## src/rtl/dr_pkg.sv

```systemverilog
// dr_pkg: shared encoding, rail index and receiver FSM types for the dual-rail receiver
package dr_pkg;
  typedef enum logic {ENC_TP, ENC_FP} enc_t;
  typedef enum logic [1:0] {IDLE, CHECK, RTZ} rx_state_t;
  localparam int RAIL_NUM = 2;
  localparam int RAIL_T = 1;
  localparam int RAIL_F = 0;
endpackage

```

## src/rtl/dr_sync.sv

```systemverilog
// dr_sync: two-flop synchroniser array with asynchronous clear
module dr_sync #(
  parameter int N = 2
) (
  input  logic         clk,
  input  logic         rst_n,
  input  logic [N-1:0] d,
  output logic [N-1:0] q
);
  logic [N-1:0] meta_q, sync_q;
  always_ff @(posedge clk or negedge rst_n) begin
    if (!rst_n) begin
      meta_q <= '0;
      sync_q <= '0;
    end else begin
      meta_q <= d;
      sync_q <= meta_q;
    end
  end
  assign q = sync_q;
endmodule

```

## src/rtl/dr_sync_receiver.sv

```systemverilog
// dr_sync_receiver: synchronises dual-rail tokens, detects completion and returns the producer acknowledge
module dr_sync_receiver
  import dr_pkg::*;
#(
  parameter enc_t ENC   = ENC_TP,
  parameter int   WIDTH = 1
) (
  input  logic                             clk,
  input  logic                             rst_n,
  input  logic                             en,
  input  logic [WIDTH-1:0][RAIL_NUM-1:0]   dr_in,
  output logic                             ack,
  output logic [WIDTH-1:0]                 data_out,
  output logic                             valid,
  input  logic                             ready,
  output logic                             err
);
  logic [WIDTH-1:0][RAIL_NUM-1:0] sync_in, lvl, snap_q, snap_d, ref_q, ref_d;
  logic [WIDTH-1:0] word, one_hot, bad, data_q, data_d;
  logic complete, illegal, cap;
  logic ack_q, ack_d, valid_q, valid_d, err_q, err_d;
  rx_state_t state_q, state_d;

  dr_sync #(.N(WIDTH * RAIL_NUM)) u_sync (
    .clk  (clk),
    .rst_n(rst_n),
    .d    (dr_in),
    .q    (sync_in)
  );

  // Two-phase compares against the last accepted levels; four-phase reads levels directly.
  assign lvl = (ENC == ENC_FP) ? sync_in : sync_in ^ ref_q;

  always_comb begin
    word    = '0;
    one_hot = '0;
    bad     = '0;
    for (int i = 0; i < WIDTH; i++) begin
      word[i]    = lvl[i][RAIL_T];
      one_hot[i] = lvl[i][RAIL_T] ^ lvl[i][RAIL_F];
      bad[i]     = lvl[i][RAIL_T] & lvl[i][RAIL_F];
    end
  end

  assign complete = &one_hot;
  assign illegal  = |bad;

  always_comb begin
    state_d = state_q;
    snap_d  = snap_q;
    ref_d   = ref_q;
    ack_d   = ack_q;
    data_d  = data_q;
    err_d   = illegal;
    cap     = 1'b0;
    case (state_q)
      IDLE: if (en && complete) begin
        snap_d  = sync_in;
        state_d = CHECK;
      end
      CHECK: if (sync_in != snap_q || !complete) begin
        state_d = IDLE;
      end else if (!valid_q || ready) begin
        cap     = 1'b1;
        data_d  = word;
        ack_d   = (ENC == ENC_FP) ? 1'b1 : !ack_q;
        state_d = (ENC == ENC_FP) ? RTZ : IDLE;
        ref_d   = (ENC == ENC_FP) ? ref_q : snap_q;
      end
      RTZ: if (sync_in == '0) begin
        ack_d   = 1'b0;
        state_d = IDLE;
      end
      default: state_d = IDLE;
    endcase
    valid_d = cap | (valid_q & ~ready);
  end

  always_ff @(posedge clk or negedge rst_n) begin
    if (!rst_n) begin
      state_q <= IDLE;
      snap_q  <= '0;
      ref_q   <= '0;
      ack_q   <= 1'b0;
      data_q  <= '0;
      valid_q <= 1'b0;
      err_q   <= 1'b0;
    end else begin
      state_q <= state_d;
      snap_q  <= snap_d;
      ref_q   <= ref_d;
      ack_q   <= ack_d;
      data_q  <= data_d;
      valid_q <= valid_d;
      err_q   <= err_d;
    end
  end

  assign ack      = ack_q;
  assign data_out = data_q;
  assign valid    = valid_q;
  assign err      = err_q;
endmodule

```

## config.mk

```make
export PLATFORM = sky130hd
export DESIGN_NAME = dr_sync_receiver
export DESIGN_NICKNAME = d
export VERILOG_FILES = /design/src/rtl/dr_pkg.sv /design/src/rtl/dr_sync.sv /design/src/rtl/dr_sync_receiver.sv
export SDC_FILE = /design/constraint.sdc
export NUM_CORES = 1
export LEC_CHECK = 0
export CAP_MARGIN = 25
export CORE_AREA = 10 10 47 49
export CTS_BUF_LIST = sky130_fd_sc_hd__clkbuf_16
export DETAILED_ROUTE_END_ITERATION = 10
export DIE_AREA = 0 0 57 59
export PLACE_DENSITY = 0.74
export RECOVER_POWER = 50
export SKIP_LAST_GASP = 1
export SLEW_MARGIN = 20
export SYNTH_ARGS = -nofsm -noshare
export SYNTH_HDL_FRONTEND = slang
export SYNTH_SLANG_ARGS = --single-unit
```

## constraint.sdc

```tcl
create_clock -name clk -period 5.2 [get_ports clk]
set_input_delay 1.04 -clock clk [delete_from_list [all_inputs] [get_ports clk]]
set_output_delay 1.04 -clock clk [all_outputs]
set_load 0.05 [all_outputs]
```

==> results of run 1 <==
[cell type report]
| class | count | area, sq um | area share |
|---|---|---|---|
| multi-input combinational | 18 | 166.4 | 0.2445 |
| clock buffer | 3 | 75.07 | 0.1103 |
| clock inverter | 1 | 3.754 | 0.005515 |
| tap | 16 | 20.02 | 0.02941 |
| timing repair buffer | 9 | 90.09 | 0.1324 |
| sequential | 13 | 325.3 | 0.4779 |
[stage by stage]
stage	instance area, sq um	setup WS (ns)	instances	utilization	total power [mW]
after CTS	680.7	2.743	60	0.4857	0.4663
after detailed placement	601.8	2.774	56	0.4295	0.3222
after global placement	601.8	2.802	56	0.4295	0.3185
final	680.7	2.760	60	0.4857	0.4559
after floorplan	503.0	3.274	32	-	0.2758
after global routing	680.7	2.708	60	0.4857	0.4895
[sequential cells by signal, summed over array words and instances (netlist names)]
signal	count
ref_q	2
snap_q	2
u_sync.meta_q	2
u_sync.q	2
ack	1
data_out	1
err	1
state_q	1
valid	1
[routing by layer]
metal,vias up,share of wire
li1,131,-
met1,128,0.48
met2,12,0.39
met3,2,0.10
met4,0,0.033
met5,-,0
[synthesized netlist by cell type]
cell type / number
sky130_fd_sc_hd__nand4_1: 1
sky130_fd_sc_hd__ha_1: 1
sky130_fd_sc_hd__buf_6: 1
sky130_fd_sc_hd__mux2_1: 2
sky130_fd_sc_hd__nand2_1: 2
sky130_fd_sc_hd__xor2_1: 3
sky130_fd_sc_hd__nand3b_1: 1
sky130_fd_sc_hd__o21ai_1: 1
sky130_fd_sc_hd__nand2b_1: 1
sky130_fd_sc_hd__dfrtp_1: 13
sky130_fd_sc_hd__and4b_1: 1
sky130_fd_sc_hd__xnor2_1: 2
sky130_fd_sc_hd__mux2_4: 3
[power groups by stage]
stage	sequential (mW)	combinational (mW)	clock, mW
final	0.158	0.158	0.139
after global routing	0.164	0.174	0.151
after CTS	0.160	0.161	0.145
after detailed placement	0.161	0.161	0
after global placement	0.160	0.158	0
after floorplan	0.205	0.0705	0
[worst paths after layout]
path,to,depth (start not counted),slack (ns)
max,ack,1,2.76
min,u_sync.q[0]$_DFF_PN0_,0,0.35
max reg2reg,data_out$_DFFE_PN0P_,5,3.41
min reg2reg,u_sync.q[0]$_DFF_PN0_,0,0.35
max in group asynchronous,u_sync.meta_q[0]$_DFF_PN0_,1,3.59
min in group asynchronous,ref_q[1]$_DFFE_PN0P_,1,1.24
[logic make-up (layout without fill, tap and decap cells)]
logic type	Yosys count	after routing	synth area share
AO/OA/AOI/OAI	1	1	0.009941
XOR/XNOR	5	5	0.08708
adder cells (fa/ha/maj)	1	1	0.02487
buffers and inverters	1	13	0.02239
flip-flops	13	13	0.6468
multiplexers	5	5	0.1343
AND/OR/NAND/NOR	6	6	0.07465
==> impl_metrics.toml, run 1 <==
[clock_network]
cts_root_buf = "sky130_fd_sc_hd__clkbuf_16"
cts_tree = "built"
post_cts_setup_driven_buffer_insertion_count = 0
cts.reportedPaths.clkPinSlew_ns = 0.04
clkLatencyLatePin_ns = 0.24
cts_max_path_buffers = 2
cts_htree_levels = 1
cts_inserted_buffers = 3
postCtsHoldBufs = 0
cts-resized-gates = 0
cts_num_sinks = 13

[yosys]
netlist.area_leader.share = 0.6468
synth.distinct_cells = 13
yosysTopAreaCell = "sky130_fd_sc_hd__dfrtp_1"
synth-seq-area-share = 0.6468
syn_area_per_cell_sq_um = 15.72
netlist_area_sq_um = 503.0
mappedNetlistNets = 39
synth_warnings = 0
syn-instance-count = 32
synth.ff_latch_count = 13
yosys-top-cells-area = "sky130_fd_sc_hd__dfrtp_1 (65%), sky130_fd_sc_hd__mux2_4 (9.0%), sky130_fd_sc_hd__xor2_1 (5.2%), sky130_fd_sc_hd__mux2_1 (4.5%), sky130_fd_sc_hd__xnor2_1 (3.5%)"

[sta]
finalSetupViolations = 0
final.hold.worst_slack_ns = 0.3453
slew_headroom = 0.6211
max_clock_freq_mhz = 409.8
setup_total_negative_slack_ns = 0
timing.clock.skew_ns = 0.001532
rsz0062_at_grt = "no"
drv_slew = 0
finalHoldViolCount = 0
tightest_slew_ns = 0.5664
final.min_clock_period_ns = 2.440
min_period_over_period = 0.4693

[pwr]
power.density_cell_area_nw_per_um2 = 669.8
p_int_uw = 308.6
worst_ir_drop_vdd_mv = 0.2309
clockPowerShare = 0.306
leakagePower_nw = 0.3122
p_sw_frac = 0.3231
netSwitchingPower_uw = 147.3
sequential_power_share = 0.348
power.combinational.fraction = 0.347

[worst_setup_path]
crit_type = "reg2out"
critical_path_buf_inv_count = 1
slowest_delay_ns = 0.81
worst_ep_required_time_ns = 4.16
critPathArrivalTime_ns = 1.40
critical_path.slowest_cell = "sky130_fd_sc_hd__clkdlybuf4s50_1"
worst_setup_path_startpoint = "ack$_DFFE_PN0P_"
timing.critical_path.max_delay_family = "buffers and inverters"
crit_path_end_kind = "output pin"
rr_startpoint = "u_sync.q[1]$_DFF_PN0_"
sequence_of_cells_on_the_critical_path = "clkdlybuf4s50_1"
path_max_fanout = 2
cp-start-kind = "register"

[grt]
gr-usage-met1 = 0.06005
busiest_layer = "met2"
grt_pass1_vias = 333
grt_pass1_wl_mm = 1.462
grt.met3_usage = 0.04721
overall_global_routing_resource_usage = 0.06075
overflow = 0
grt_use_met2 = 0.08217
number_of_antenna_violations_at_the_first_check_in_global_routing = 0
largest_net_degree_at_the_start_of_global_routing = 14

[detailed_routing]
detail_route.iter0.violations = 2
avgViaCountPerCell = 4.550
postRouteWirelength_um = 757
drt_first_pass_iters = 2
routed_via_count = 273
routed_wire_length_per_instance_um = 12.62
drtAntennaViolNets = 0
drc_markers = 0

[placed_design]
final_weighted_congestion_of_routability_driven_global_placement = 0.7706
hpwl_um = 580.1
port_buffers = 9

[final_layout]
final_net_count = 52
fraction_of_final_layout_cells_sized_beyond_drive_strength_1 = 0.1364
num-fill-cells = 140
leading_cell_type_in_the_layout_fill_and_taps_excluded = "sky130_fd_sc_hd__dfrtp_1"
area_added_between_synthesis_and_finish_pct = 35.32
final_cell_mix = "sky130_fd_sc_hd__dfrtp_1 (13), sky130_fd_sc_hd__clkdlybuf4s50_1 (5), sky130_fd_sc_hd__dlygate4sd3_1 (4)"
insertedDiodeCount = 0

[die]
floorplan.io_pins = 10
die_area_sq_um = 3363
die-width_um = 57
start_util = 0.3589
fp-row-count = 14
die-height_um = 59
design.core.area_sq_um = 1401

[hold_path]
hp-start = "u_sync.meta_q[0]$_DFF_PN0_"
hold_path_class = "reg2reg"

[run_status]
status = "complete, no violations"

[run]
max_cap_check_violation_count = 0
Power figures use the tool's default switching activity.
==> inputs of run 2 (changes only) <==
==> constraint.sdc (replaced) <==
create_clock -name clk -period 2.3 [get_ports clk]
set_input_delay 0.46 -clock clk [delete_from_list [all_inputs] [get_ports clk]]
set_output_delay 0.46 -clock clk [all_outputs]
set_load 0.05 [all_outputs]
==> impl_metrics.toml, run 2 (same netlist as run 1, synthesis figures left out) <==
[worst_setup_path]
timing.critical_path.max_delay_family = "buffers and inverters"
sequence_of_cells_on_the_critical_path = "clkdlybuf4s50_1"
critPathArrivalTime_ns = 1.40
crit_path_end_kind = "output pin"
cp-start-kind = "register"
slowest_delay_ns = 0.81
worst_ep_required_time_ns = 1.84
critical_path.slowest_cell = "sky130_fd_sc_hd__clkdlybuf4s50_1"
critical_path_buf_inv_count = 1
path_max_fanout = 2
crit_type = "reg2out"

[pwr]
p_int_uw = 698.4
leakagePower_nw = 0.3115
power.density_cell_area_nw_per_um2 = 1521
clockPowerShare = 0.303
netSwitchingPower_uw = 336.6
power.combinational.fraction = 0.348
worst_ir_drop_vdd_mv = 0.7350
p_sw_frac = 0.3252
sequential_power_share = 0.349

[clock_network]
cts_root_buf = "sky130_fd_sc_hd__clkbuf_16"
cts-resized-gates = 0
cts_tree = "built"
cts_htree_levels = 1
cts_num_sinks = 13
cts_max_path_buffers = 2
postCtsHoldBufs = 0
cts_inserted_buffers = 3
clkLatencyLatePin_ns = 0.24
cts.reportedPaths.clkPinSlew_ns = 0.04
post_cts_setup_driven_buffer_insertion_count = 0

[sta]
setup_total_negative_slack_ns = 0
timing.clock.skew_ns = 0.002174
min_period_over_period = 0.8105
slew_headroom = 0.6245
max_clock_freq_mhz = 536.4
drv_slew = 0
finalHoldViolCount = 0
final.hold.worst_slack_ns = 0.3466
final.min_clock_period_ns = 1.864
rsz0062_at_grt = "no"
tightest_slew_ns = 0.5613
setup_ws_ns = 0.4358
finalSetupViolations = 0

[die]
fp-row-count = 14
die_area_sq_um = 3363
die-height_um = 59
floorplan.io_pins = 10
start_util = 0.3589
design.core.area_sq_um = 1401
die-width_um = 57

[detailed_routing]
detail_route.iter0.violations = 2
routed_wire_length_per_instance_um = 12.62
drt_first_pass_iters = 2
drtAntennaViolNets = 0
postRouteWirelength_um = 757
routed_via_count = 290
drc_markers = 0
avgViaCountPerCell = 4.833

[placed_design]
port_buffers = 9
place_ws_ns = 0.4636
final_weighted_congestion_of_routability_driven_global_placement = 0.7635
hpwl_um = 597.6

[grt]
largest_net_degree_at_the_start_of_global_routing = 14
overflow = 0
number_of_antenna_violations_at_the_first_check_in_global_routing = 0
grt_pass1_wl_mm = 1.297
grt_pass1_vias = 314
overall_global_routing_resource_usage = 0.05201

[run_status]
status = "complete, no violations"

[hold_path]
hold_path_class = "reg2reg"

[run]
max_cap_check_violation_count = 0

[final_layout]
leading_cell_type_in_the_layout_fill_and_taps_excluded = "sky130_fd_sc_hd__dfrtp_1"
fraction_of_final_layout_cells_sized_beyond_drive_strength_1 = 0.1364
final_cell_mix = "sky130_fd_sc_hd__dfrtp_1 (13), sky130_fd_sc_hd__clkdlybuf4s50_1 (6)"
insertedDiodeCount = 0
num-fill-cells = 126
final_net_count = 52
area_added_between_synthesis_and_finish_pct = 35.32
## run 2: per-stage QoR
stage / instances / area (sq um) / power, mW / util
after floorplan: 32 / 503.0 / 0.6235 / -
after global placement: 56 / 601.8 / 0.7199 / 0.4295
after detailed placement: 56 / 601.8 / 0.7323 / 0.4295
after CTS: 60 / 680.7 / 1.053 / 0.4857
after global routing: 60 / 680.7 / 1.095 / 0.4857
final: 60 / 680.7 / 1.035 / 0.4857
## run 2: worst paths after layout
check	slack [ns]	start	to	cells past startpoint
max in group asynchronous	1.27	rst_n	u_sync.q[0]$_DFF_PN0_	1
min in group asynchronous	0.66	rst_n	ref_q[1]$_DFFE_PN0P_	1
worst min register to register	0.35	u_sync.meta_q[0]$_DFF_PN0_	u_sync.q[0]$_DFF_PN0_	0
worst min-delay path	0.35	u_sync.meta_q[0]$_DFF_PN0_	u_sync.q[0]$_DFF_PN0_	0
worst max-delay path	0.44	ack$_DFFE_PN0P_	ack	1
worst max register to register	0.52	u_sync.q[1]$_DFF_PN0_	data_out$_DFFE_PN0P_	5
## run 2: power groups by stage
stage | combinational [mW] | sequential (mW) | clock (mW)
after global placement | 0.359 | 0.361 | 0
final | 0.360 | 0.361 | 0.314
after detailed placement | 0.366 | 0.366 | 0
after CTS | 0.368 | 0.363 | 0.321
after global routing | 0.386 | 0.373 | 0.336
after floorplan | 0.159 | 0.464 | 0
## run 2: final cells by class
type,instances,area [sq um],share of cell area
clock buffer,3,75.07,0.1103
tap,16,20.02,0.02941
sequential,13,325.3,0.4779
multi-input combinational,18,166.4,0.2445
clock inverter,1,3.754,0.005515
timing repair buffer,9,90.09,0.1324
## run 2: metal layers
metal  global-route usage  vias to the layer above  wire length (um)
li1                     -                      134                 -
met1              0.05025                      138               358
met5                    0                        -                 0
met3              0.02790                        4                72
met4              0.06040                        0                25
met2              0.07287                       14               300
==> inputs of run 3 (changes only) <==
==> constraint.sdc (replaced) <==
create_clock -name clk -period 1.9 [get_ports clk]
set_input_delay 0.38 -clock clk [delete_from_list [all_inputs] [get_ports clk]]
set_output_delay 0.38 -clock clk [all_outputs]
set_load 0.05 [all_outputs]
==> impl_metrics.toml, run 3 (same netlist as run 1, synthesis figures left out) <==
[run_status]
status = "complete, no violations"

[sta]
drv_slew = 0
min_period_over_period = 0.9356
slew_headroom = 0.6254
setup_total_negative_slack_ns = 0
setup_ws_ns = 0.1224
finalSetupViolations = 0
tightest_slew_ns = 0.5600
max_clock_freq_mhz = 562.6
finalHoldViolCount = 0
rsz0062_at_grt = "no"
timing.clock.skew_ns = 0.002631
final.min_clock_period_ns = 1.778

[detailed_routing]
route.met2.wl_um = 273
routed_via_count = 280
drtAntennaViolNets = 0
detailroute.wirelength.met3_um = 88
postRouteWirelength_um = 736
routed_wire_length_per_instance_um = 12.27
drt_first_pass_iters = 2
drc_markers = 0
detail_route.iter0.violations = 2
met1_length_um = 344
maxUsedRoutingLayer = "met4"
avgViaCountPerCell = 4.667

[pwr]
worst_ir_drop_vdd_mv = 0.7266
power.density_cell_area_nw_per_um2 = 1843
finalPower_mw = 1.247
leakagePower_nw = 0.3125

[die]
design.core.area_sq_um = 1401
start_util = 0.3589
floorplan.io_pins = 10
die-width_um = 57
die_area_sq_um = 3363
fp-row-count = 14
die-height_um = 59

[final_layout]
fraction_of_final_layout_cells_sized_beyond_drive_strength_1 = 0.2045
num-fill-cells = 142
multi_input_area_sq_um = 166.4
register_area_sq_um = 325.3
insertedDiodeCount = 0
final_cell_mix = "sky130_fd_sc_hd__dfrtp_1 (13), sky130_fd_sc_hd__clkdlybuf4s50_1 (4)"
leading_cell_type_in_the_layout_fill_and_taps_excluded = "sky130_fd_sc_hd__dfrtp_1"
area_added_between_synthesis_and_finish_pct = 34.58
finalInstanceArea_sq_um = 676.9
final_net_count = 52

[clock_network]
cts-resized-gates = 0
post_cts_setup_driven_buffer_insertion_count = 0
cts_tree = "built"
clkLatencyLatePin_ns = 0.24
cts_max_path_buffers = 2
cts_htree_levels = 1
cts_root_buf = "sky130_fd_sc_hd__clkbuf_16"
cts.reportedPaths.clkPinSlew_ns = 0.04
cts_inserted_buffers = 3
cts_num_sinks = 13
postCtsHoldBufs = 0

[worst_setup_path]
cp-start-kind = "register"
crit_type = "reg2reg"
crit_path_end_kind = "register"
critPathArrivalTime_ns = 1.90
timing.critical_path.max_delay_family = "simple AND/OR/NAND/NOR gates"
slowest_delay_ns = 0.40
path_max_fanout = 4
worst_ep_required_time_ns = 2.02
sequence_of_cells_on_the_critical_path = "xor2_1 -> ha_1 -> nand2_1 -> and4b_1 -> mux2_4"
critical_path.slowest_cell = "sky130_fd_sc_hd__dfrtp_1"
critical_path_buf_inv_count = 0

[placed_design]
hpwl_um = 568.1
port_buffers = 9
placedInstanceArea_sq_um = 596.8
place_ws_ns = 0.1039
final_weighted_congestion_of_routability_driven_global_placement = 0.7515

[grt]
grt_pass1_vias = 302
largest_net_degree_at_the_start_of_global_routing = 14
overall_global_routing_resource_usage = 0.05553
number_of_antenna_violations_at_the_first_check_in_global_routing = 0
overflow = 0
grt_pass1_wl_mm = 1.317

[hold_path]
hold_path_class = "reg2reg"

[run]
max_cap_check_violation_count = 0
-- run 3: cell count changes in the layout (fill, tap and decap cells not counted) --
| cell | delta |
|---|---|
| sky130_fd_sc_hd__buf_4 | +2 |
| sky130_fd_sc_hd__clkdlybuf4s50_1 | -2 |
| sky130_fd_sc_hd__inv_1 | -1 |
| sky130_fd_sc_hd__clkinv_2 | +1 |
-- run 3: area by class of cell --
class | instances | share of cell area
Clock buffer | 3 | 0.1109
Clock inverter | 1 | 0.007394
Multi-Input combinational cell | 18 | 0.2458
Sequential cell | 13 | 0.4806
Tap cell | 16 | 0.02957
Timing Repair Buffer | 9 | 0.1257
-- run 3: path summary, 6_finish.rpt --
kind	cells past startpoint	slack [ns]	endpoint	from
max	5	0.12	ref_q[0]$_DFFE_PN0P_	u_sync.q[1]$_DFF_PN0_
min	0	0.35	u_sync.q[0]$_DFF_PN0_	u_sync.meta_q[0]$_DFF_PN0_
max reg2reg	5	0.12	ref_q[0]$_DFFE_PN0P_	u_sync.q[1]$_DFF_PN0_
min reg2reg	0	0.35	u_sync.q[0]$_DFF_PN0_	u_sync.meta_q[0]$_DFF_PN0_
max in group asynchronous	1	0.96	valid$_DFF_PN0_	rst_n
min in group asynchronous	1	0.57	ref_q[1]$_DFFE_PN0P_	rst_n
-- run 3: where the power goes --
group / internal, mW / switching [mW] / total (mW)
clock: 0.279 / 0.112 / 0.391
combinational: 0.188 / 0.236 / 0.424
sequential: 0.373 / 0.0590 / 0.432
total: 0.840 / 0.407 / 1.25
-- run 3: per-layer routing --
metal / global-route usage / vias up
met5: 0 / -
met4: 0.05034 / 0
met3: 0.05365 / 4
met2: 0.06357 / 13
met1: 0.05644 / 132
li1: - / 131
-- run 3: metrics by stage --
step	utilization	hold slack, ns	cells
global route	0.4830	0.3551	60
CTS	0.4830	0.3511	60
finish	0.4830	0.3458	60
global placement	0.4259	0.3329	56
floorplan	-	0.08441	32
detailed placement	0.4259	0.3411	56
